<file path="src/rtl/estimate_combiner.sv">
// Final stage of the control-bounded filter: sums N channel estimates, rounds,
// saturates and decimates them, and presents each result on a valid/ready register.
module estimate_combiner #(
    parameter int N     = 3,
    parameter int IN_W  = 24,
    parameter int OUT_W = 16,
    parameter int SHIFT = 8,
    parameter int DECIM = 1
) (
    input  logic                    clk,
    input  logic                    rst,
    input  logic [N*IN_W-1:0]       in_re,
    input  logic                    in_valid,
    output logic signed [OUT_W-1:0] out,
    output logic                    out_valid,
    input  logic                    out_ready,
    output logic                    sat_flag,
    output logic                    drop_flag,
    input  logic                    flag_clr
);

    localparam int SW = IN_W + $clog2(N) + 1;
    localparam int RW = SW + 1;
    localparam int CW = (DECIM > 1) ? $clog2(DECIM) : 1;

    localparam logic signed [RW-1:0] HALF = RW'((2 ** SHIFT) / 2);
    localparam logic signed [RW-1:0] MAXV = {{(RW-OUT_W+1){1'b0}}, {(OUT_W-1){1'b1}}};
    localparam logic signed [RW-1:0] MINV = {{(RW-OUT_W+1){1'b1}}, {(OUT_W-1){1'b0}}};

    logic signed [SW-1:0]    sum_next;
    logic signed [SW-1:0]    sum_a;
    logic                    va;

    logic signed [RW-1:0]    sum_ext;
    logic signed [RW-1:0]    rounded;
    logic signed [OUT_W-1:0] sat_val;
    logic                    clip;

    logic [CW-1:0]           cnt;
    logic signed [OUT_W-1:0] res_b;
    logic                    clip_b;
    logic                    cand_b;

    always_comb begin
        sum_next = '0;
        for (int k = 0; k < N; k++) begin
            sum_next = sum_next + SW'($signed(in_re[k*IN_W +: IN_W]));
        end
    end

    always_ff @(posedge clk or negedge rst) begin
        if (!rst) begin
            sum_a <= '0;
            va    <= 1'b0;
        end else begin
            va <= in_valid;
            if (in_valid) begin
                sum_a <= sum_next;
            end
        end
    end

    // The extra bit above the sum width absorbs the rounding offset without wrapping.
    always_comb begin
        sum_ext = RW'(sum_a);
        rounded = (sum_ext + HALF) >>> SHIFT;
        sat_val = rounded[OUT_W-1:0];
        clip    = 1'b0;
        if (rounded > MAXV) begin
            sat_val = MAXV[OUT_W-1:0];
            clip    = 1'b1;
        end else if (rounded < MINV) begin
            sat_val = MINV[OUT_W-1:0];
            clip    = 1'b1;
        end
    end

    always_ff @(posedge clk or negedge rst) begin
        if (!rst) begin
            cnt    <= '0;
            res_b  <= '0;
            clip_b <= 1'b0;
            cand_b <= 1'b0;
        end else begin
            cand_b <= va && (cnt == '0);
            if (va) begin
                res_b  <= sat_val;
                clip_b <= clip;
                cnt    <= (cnt == CW'(DECIM - 1)) ? '0 : cnt + 1'b1;
            end
        end
    end

    // The core cannot stall, so a candidate arriving at a full, unread register is lost.
    always_ff @(posedge clk or negedge rst) begin
        if (!rst) begin
            out       <= '0;
            out_valid <= 1'b0;
        end else begin
            if (cand_b && (!out_valid || out_ready)) begin
                out       <= res_b;
                out_valid <= 1'b1;
            end else if (out_valid && out_ready) begin
                out_valid <= 1'b0;
            end
        end
    end

    always_ff @(posedge clk or negedge rst) begin
        if (!rst) begin
            sat_flag  <= 1'b0;
            drop_flag <= 1'b0;
        end else begin
            if (cand_b && clip_b) begin
                sat_flag <= 1'b1;
            end else if (flag_clr) begin
                sat_flag <= 1'b0;
            end
            if (cand_b && out_valid && !out_ready) begin
                drop_flag <= 1'b1;
            end else if (flag_clr) begin
                drop_flag <= 1'b0;
            end
        end
    end

endmodule
</file>
<file path="config.mk">
export PLATFORM = sky130hd
export DESIGN_NAME = estimate_combiner
export DESIGN_NICKNAME = d
export VERILOG_FILES = /design/src/rtl/estimate_combiner.sv
export SDC_FILE = /design/constraint.sdc
export NUM_CORES = 1
export LEC_CHECK = 0
export CAP_MARGIN = 20
export CORE_AREA = 2 2 92 94
export DETAILED_ROUTE_END_ITERATION = 6
export DIE_AREA = 0 0 94 96
export PLACE_DENSITY = 0.83
export SYNTH_ARGS = -nofsm -noshare
export SYNTH_HDL_FRONTEND = slang
export SYNTH_SLANG_ARGS = --single-unit
</file>
<file path="constraint.sdc">
create_clock -name clk -period 3.6 [get_ports clk]
set_input_delay 1.08 -clock clk [delete_from_list [all_inputs] [get_ports clk]]
set_output_delay 1.08 -clock clk [all_outputs]
set_load 0.01 [all_outputs]
</file>
Word-level counts from Yosys, hierarchy flattened
Cells that the tools add are included.
{"block": "totals", "register_bits": 65, "in_bits": 77, "out_inout_bits": 19, "word_cells": 39}
{"block": "classes", "n_addsub": 4, "magnitude_cmp": 2, "n_mux": 10, "n_bitwise": 1, "reduce_logical": 12}
{"op": "two-way mux 16 bit", "count": 2}
{"op": "adder 26 x 9 -> 27 bit, second input constant", "count": 1}
{"op": "adder 25 x 24 -> 26 bit", "count": 1}
{"op": "adder 24 x 24 -> 25 bit", "count": 1}
{"op": "> comparator 19 x 16 -> 1 bit, second input constant", "count": 1}
{"op": "< comparator 19 x 16 -> 1 bit, second input constant", "count": 1}
{"op": "two-way mux 1 bit", "count": 8}
{"op": "logical AND 1 bit", "count": 6}
{"op": "nonzero test 2 bit", "count": 3}
{"op": "zero test 1 bit", "count": 2}
{"op": "adder 1 bit, second input constant", "count": 1}
{"op": "logical OR 1 bit", "count": 1}
{"op": "NOT 1 bit", "count": 1}

Longest topological paths before layout
{"block": "logic_depth", "ltp_word": 4, "depth_mapped": 10, "ltp_nobuf": 10}

Worst setup path after synthesis
OpenSTA, ideal clock, no wires.
{"block": "synth_timing", "path_kind": "input -> register", "start": "input port in_re[3]", "end": "register sum_a[17]", "setup_ns": 0.125, "arrival_ns": 3.273, "t_required_ns": 3.475, "slack_ns": 0.202, "stages": 10, "path_buffers": 0, "path_cell_list": "inv_1 > fa_1 > inv_1 > ha_1 > a211oi_1 > o21ai_1 > a41o_1 > a31o_2 > xor2_1 > mux2_2"}
{"block": "synth_via", "elab_chain_cells": 2}
{"element": "start, declared", "line": "12", "source": "input logic [N*IN_W-1:0] in_re,"}
{"element": "adder 24 x 24 -> 25 bit", "line": "47", "source": "sum_next = sum_next + SW'($signed(in_re[k*IN_W +: IN_W]));"}
{"element": "adder 25 x 24 -> 26 bit", "line": "47"}
{"element": "end signal, assigned", "line": "58", "source": "sum_a <= sum_next;"}
{"element": "end, declared", "line": "31", "source": "logic signed [SW-1:0] sum_a;"}
Every way passes these cells.
A chain may end at the register's enable or synchronous reset.

Final worst setup path
{"block": "layout_timing", "start": "input port in_re[7]", "end": "register sum_a[24]"}
Same word-level chain as after synthesis.

==> tab_implementation.tex <==
\begin{tabular}{lr}
\hline
Metric & Value \\
\hline
\multicolumn{2}{l}{\textbf{Clock tree}} \\
\quad Worst-Skew Late Latency & 340 ps \\
\quad Clk slew on worst S/H paths & 60 ps \\
\quad Clock buffers created by TritonCTS & 9 \\
\quad CTS tree & done \\
\quad Clock net sink count & 57 \\
\quad Clock buffer depth & 2 \\
\quad Root cell of the clock tree & sky130\_fd\_sc\_hd\_\_clkbuf\_8 \\
\quad Number of H-tree branching levels & 3 \\
\quad Hold bufs inserted after CTS & 0 \\
\multicolumn{2}{l}{\textbf{STA}} \\
\quad Actual slew at the worst max-slew pin & 683 ps \\
\quad Final setup skew & 6.26 ps \\
\quad Achievable Freq & 283 MHz \\
\quad Final Critical Period & 3530 ps \\
\quad Final Max Tran Viols & 0 \\
\quad Rel. slew slack & 54.3\% \\
\quad Final critical-path share of the clock period & 98.1\% \\
\quad Number of hold violations in the final report & 0 \\
\quad Post-layout worst setup margin & 67.6 ps \\
\quad Final setup viols & 0 \\
\multicolumn{2}{l}{\textbf{Global routing}} \\
\quad Antenna violations before repair & 0 \\
\quad Gr ovfl total & 0 \\
\quad Largest net degree at the start of global routing & 43 \\
\quad GRT Total Usage & 27.1\% \\
\quad Wire length of the first global-routing pass & 19,000 um \\
\quad Vias in the first global route & 4,279 \\
\multicolumn{2}{l}{\textbf{Placement}} \\
\quad Routability Congestion & 0.932 \\
\quad Placed Cells incl. Taps & 715 \\
\quad Area post-placement & 5830 um2 \\
\quad I/O Buffers & 95 \\
\quad Final HPWL DP & 9210 um \\
\quad Post-Place Worst Slack & -551 ps \\
\multicolumn{2}{l}{\textbf{Floorplan}} \\
\quad Initial Util & 54.1\% \\
\quad Standard-cell rows & 33 \\
\quad Die width & 94 um \\
\quad I/O pin cnt & 96 \\
\quad Core area & 8050 um2 \\
\quad Floorplan die area & 9020 um2 \\
\quad Die height & 96 um \\
\multicolumn{2}{l}{\textbf{Critical path}} \\
\quad Library cell contributing the largest single delay on the critical path & sky130\_fd\_sc\_hd\_\_fa\_1 \\
\quad Worst R2R Start & sum\_a[8]\$\_DFFE\_PN0P\_ \\
\quad Number of gates on the worst path with buffers counted & 10 \\
\quad Number of cells on the worst reg-to-reg path & 7 \\
\quad Max stage delay on crit path & 610 ps \\
\quad Critical path arrival & 3760 ps \\
\quad Critical path start-end classification & in2reg \\
\quad Worst path buffer plus inverter count & 2 \\
\quad FF-to-FF setup slack & 1160 ps \\
\quad Crit-path leading delay family & compound AO/OA/AOI/OAI gates \\
\quad Ordered list of cells on the worst path & clkdlybuf4s50\_1 -> fa\_1 -> ha\_4 -> buf\_4 -> a21oi\_2 -> o21ai\_0 -> a31oi\_1 -> a211oi\_2 -> or3\_1 -> a31o\_2 \\
\quad Critical Path Start Type & input port \\
\quad Nature of the critical path endpoint & register \\
\quad Last element of the critical path & sum\_a[24]\$\_DFFE\_PN0P\_ \\
\quad Max Fanout on Critical Path & 3 \\
\quad Terminus of the critical flop-to-flop path & clip\_b\$\_DFFE\_PN0P\_ \\
\quad Source of the critical timing path & in\_re[7] \\
\quad Worst path required time & 3820 ps \\
\multicolumn{2}{l}{\textbf{Run}} \\
\quad Number of maximum-capacitance violations & 0 \\
\multicolumn{2}{l}{\textbf{Synthesis}} \\
\quad Most frequently used flop master after synthesis & sky130\_fd\_sc\_hd\_\_dfrtp\_1 \\
\quad Flip-flop and latch count after synthesis & 57 \\
\quad Share of synthesized registers carrying an async set or reset & 100\% \\
\quad Post-synth top area cell & sky130\_fd\_sc\_hd\_\_dfrtp\_1 \\
\quad Post-synth top area share & 32.8\% \\
\quad Area of the mapped netlist & 4350 um2 \\
\quad Number of enable-type register cells in the synthesized netlist & 0 \\
\quad Top cell types by occurrence after synthesis & 57 x sky130\_fd\_sc\_hd\_\_dfrtp\_1, 50 x sky130\_fd\_sc\_hd\_\_nand2\_1, 44 x sky130\_fd\_sc\_hd\_\_inv\_1, 36 x sky130\_fd\_sc\_hd\_\_nor2\_1, 33 x sky130\_fd\_sc\_hd\_\_a21oi\_1 \\
\quad Mean area per synthesized cell & 9.36 um2 \\
\quad Count of synthesis-stage warnings from yosys & 0 \\
\quad Mapped Nets & 590 \\
\quad Share of the yosys chip area belonging to registers & 32.8\% \\
\quad Count leader, synth & sky130\_fd\_sc\_hd\_\_dfrtp\_1 \\
\quad Post-synthesis cell type count & 64 \\
\quad Cells after Synth & 465 \\
\quad Top cells by area in the synthesized netlist & sky130\_fd\_sc\_hd\_\_dfrtp\_1 33\%, sky130\_fd\_sc\_hd\_\_fa\_1 11\%, sky130\_fd\_sc\_hd\_\_ha\_1 7.2\% \\
\multicolumn{2}{l}{\textbf{Detailed routing}} \\
\quad Via density per instance & 5.57 \\
\quad Remaining design rule violation count & 0 \\
\quad First-pass iteration count of the detailed router & 4 \\
\quad Detail-routed net length per standard cell & 15.9 um \\
\quad Remaining antenna violation count after routing & 0 \\
\quad Iteration-0 DRC Markers & 169 \\
\quad Via count & 4,084 \\
\quad Drt total wl & 11,700 um \\
\multicolumn{2}{l}{\textbf{Final layout}} \\
\quad Register cell area after layout & 1430 um2 \\
\quad Fillers & 548 \\
\quad Number of nets at the end of the flow & 748 \\
\quad Utilization of the core after routing & 77.6\% \\
\quad Area growth, synth to finish & 43.5\% \\
\quad Layout Cell Area excl Fill & 6250 um2 \\
\quad Total area of multi-input combinational cells & 2870 um2 \\
\quad Antenna diodes & 0 \\
\quad Share of layout cells above drive strength 1 & 24.7\% \\
\quad Non-filler cells, final & 733 \\
\multicolumn{2}{l}{\textbf{Power and ir drop}} \\
\quad Max IR drop VDD & 0.204 mV \\
\quad Static Leak & 2.77 nW \\
\quad Pwr/cell area & 532 nW/um2 \\
\multicolumn{2}{l}{\textbf{Status}} \\
\quad Result of the run & finished clean \\
\multicolumn{2}{l}{\textbf{Worst hold path}} \\
\quad Min-delay src & out[10]\$\_DFFE\_PN0P\_ \\
\quad Kind of path behind the tightest hold check & reg2reg \\
\hline
\end{tabular}
==> cells by family after synthesis <==
kind of cell	after synthesis	synth area share, %
simple gates	141	15.3
mux	23	5.92
fa+ha+maj	48	17.8
xor+xnor	23	4.63
flops	57	32.8
compound gates	116	18.1
buf+inv	57	5.46
==> where the power goes <==
group          switching (mW)  leakage, nW  internal (mW)
combinational           0.783         2.02          0.872
clock                   0.250       0.0953          0.336
sequential              0.204        0.650          0.884
==> area by class of cell <==
class	count	share of cell area, %
multi-input combinational	351	45.9
clock inverter	5	0.881
timing repair buffer	159	23.3
sequential	57	22.8
tap	105	2.10
inverter	45	2.70
clock buffer	11	2.26
==> per-layer routing <==
metal	up-vias	track usage [%]	share of wire, %
li1	1958	-	-
met1	1948	30.5	40
met2	153	51.0	52
met3	25	3.92	4.5
met4	0	11.4	2.6
met5	-	0	0
==> state kept, by name (all words and copies together), names as in the netlist <==
signal     cells
sum_a         19
out           16
res_b         16
cand_b         1
clip_b         1
drop_flag      1
out_valid      1
sat_flag       1
va             1
==> worst min path at each step <==
stage,slack (ps),to,cells past startpoint
4_1_cts,510,out[10]$_DFFE_PN0P_,1
2_1_floorplan,350,cand_b$_DFF_PN0_,0
6_report,510,out[10]$_DFFE_PN0P_,1
3_5_place_dp,490,out_valid$_DFFE_PN0P_,2
5_1_grt,520,out[4]$_DFFE_PN0P_,1
3_3_place_gp,470,out_valid$_DFFE_PN0P_,2
==> through the flow <==
step	TNS (ps)	total power, mW	hold WS [ps]
3_3_place_gp	-4740	2.56	473
3_5_place_dp	-6520	2.63	492
5_1_grt	-23.6	3.55	524
4_1_cts	0	3.28	507
6_report	0	3.33	508
2_1_floorplan	0	1.93	355
==> cells in the final DEF, fill, tap and decap left out, drive strengths merged, types with 11 or more instances in the layout <==
master         netlist  layout
dfrtp               57      57
dlymetal6s2s         0      11
clkdlybuf4s50        0      83
buf                  3      65
mux2                22      22
a21oi               43      43
xnor2               12      12
nor2                36      36
xor2                11      11
fa                  23      23
ha                  25      25
clkbuf               9      11
nand4               12      12
nand3               12      12
o21ai               27      27
inv                 44      44
nand2               51      51
==> repair_timing <==
item | 4_1_cts | 5_1_grt
cloned | 0 | 0
buffers inserted | 2 | 0
pin swaps | 8 | 20
setup endpoints to repair | 10 | 13
resized for setup | 17 | 38
Note: power is estimated with default switching activity, not from simulation.
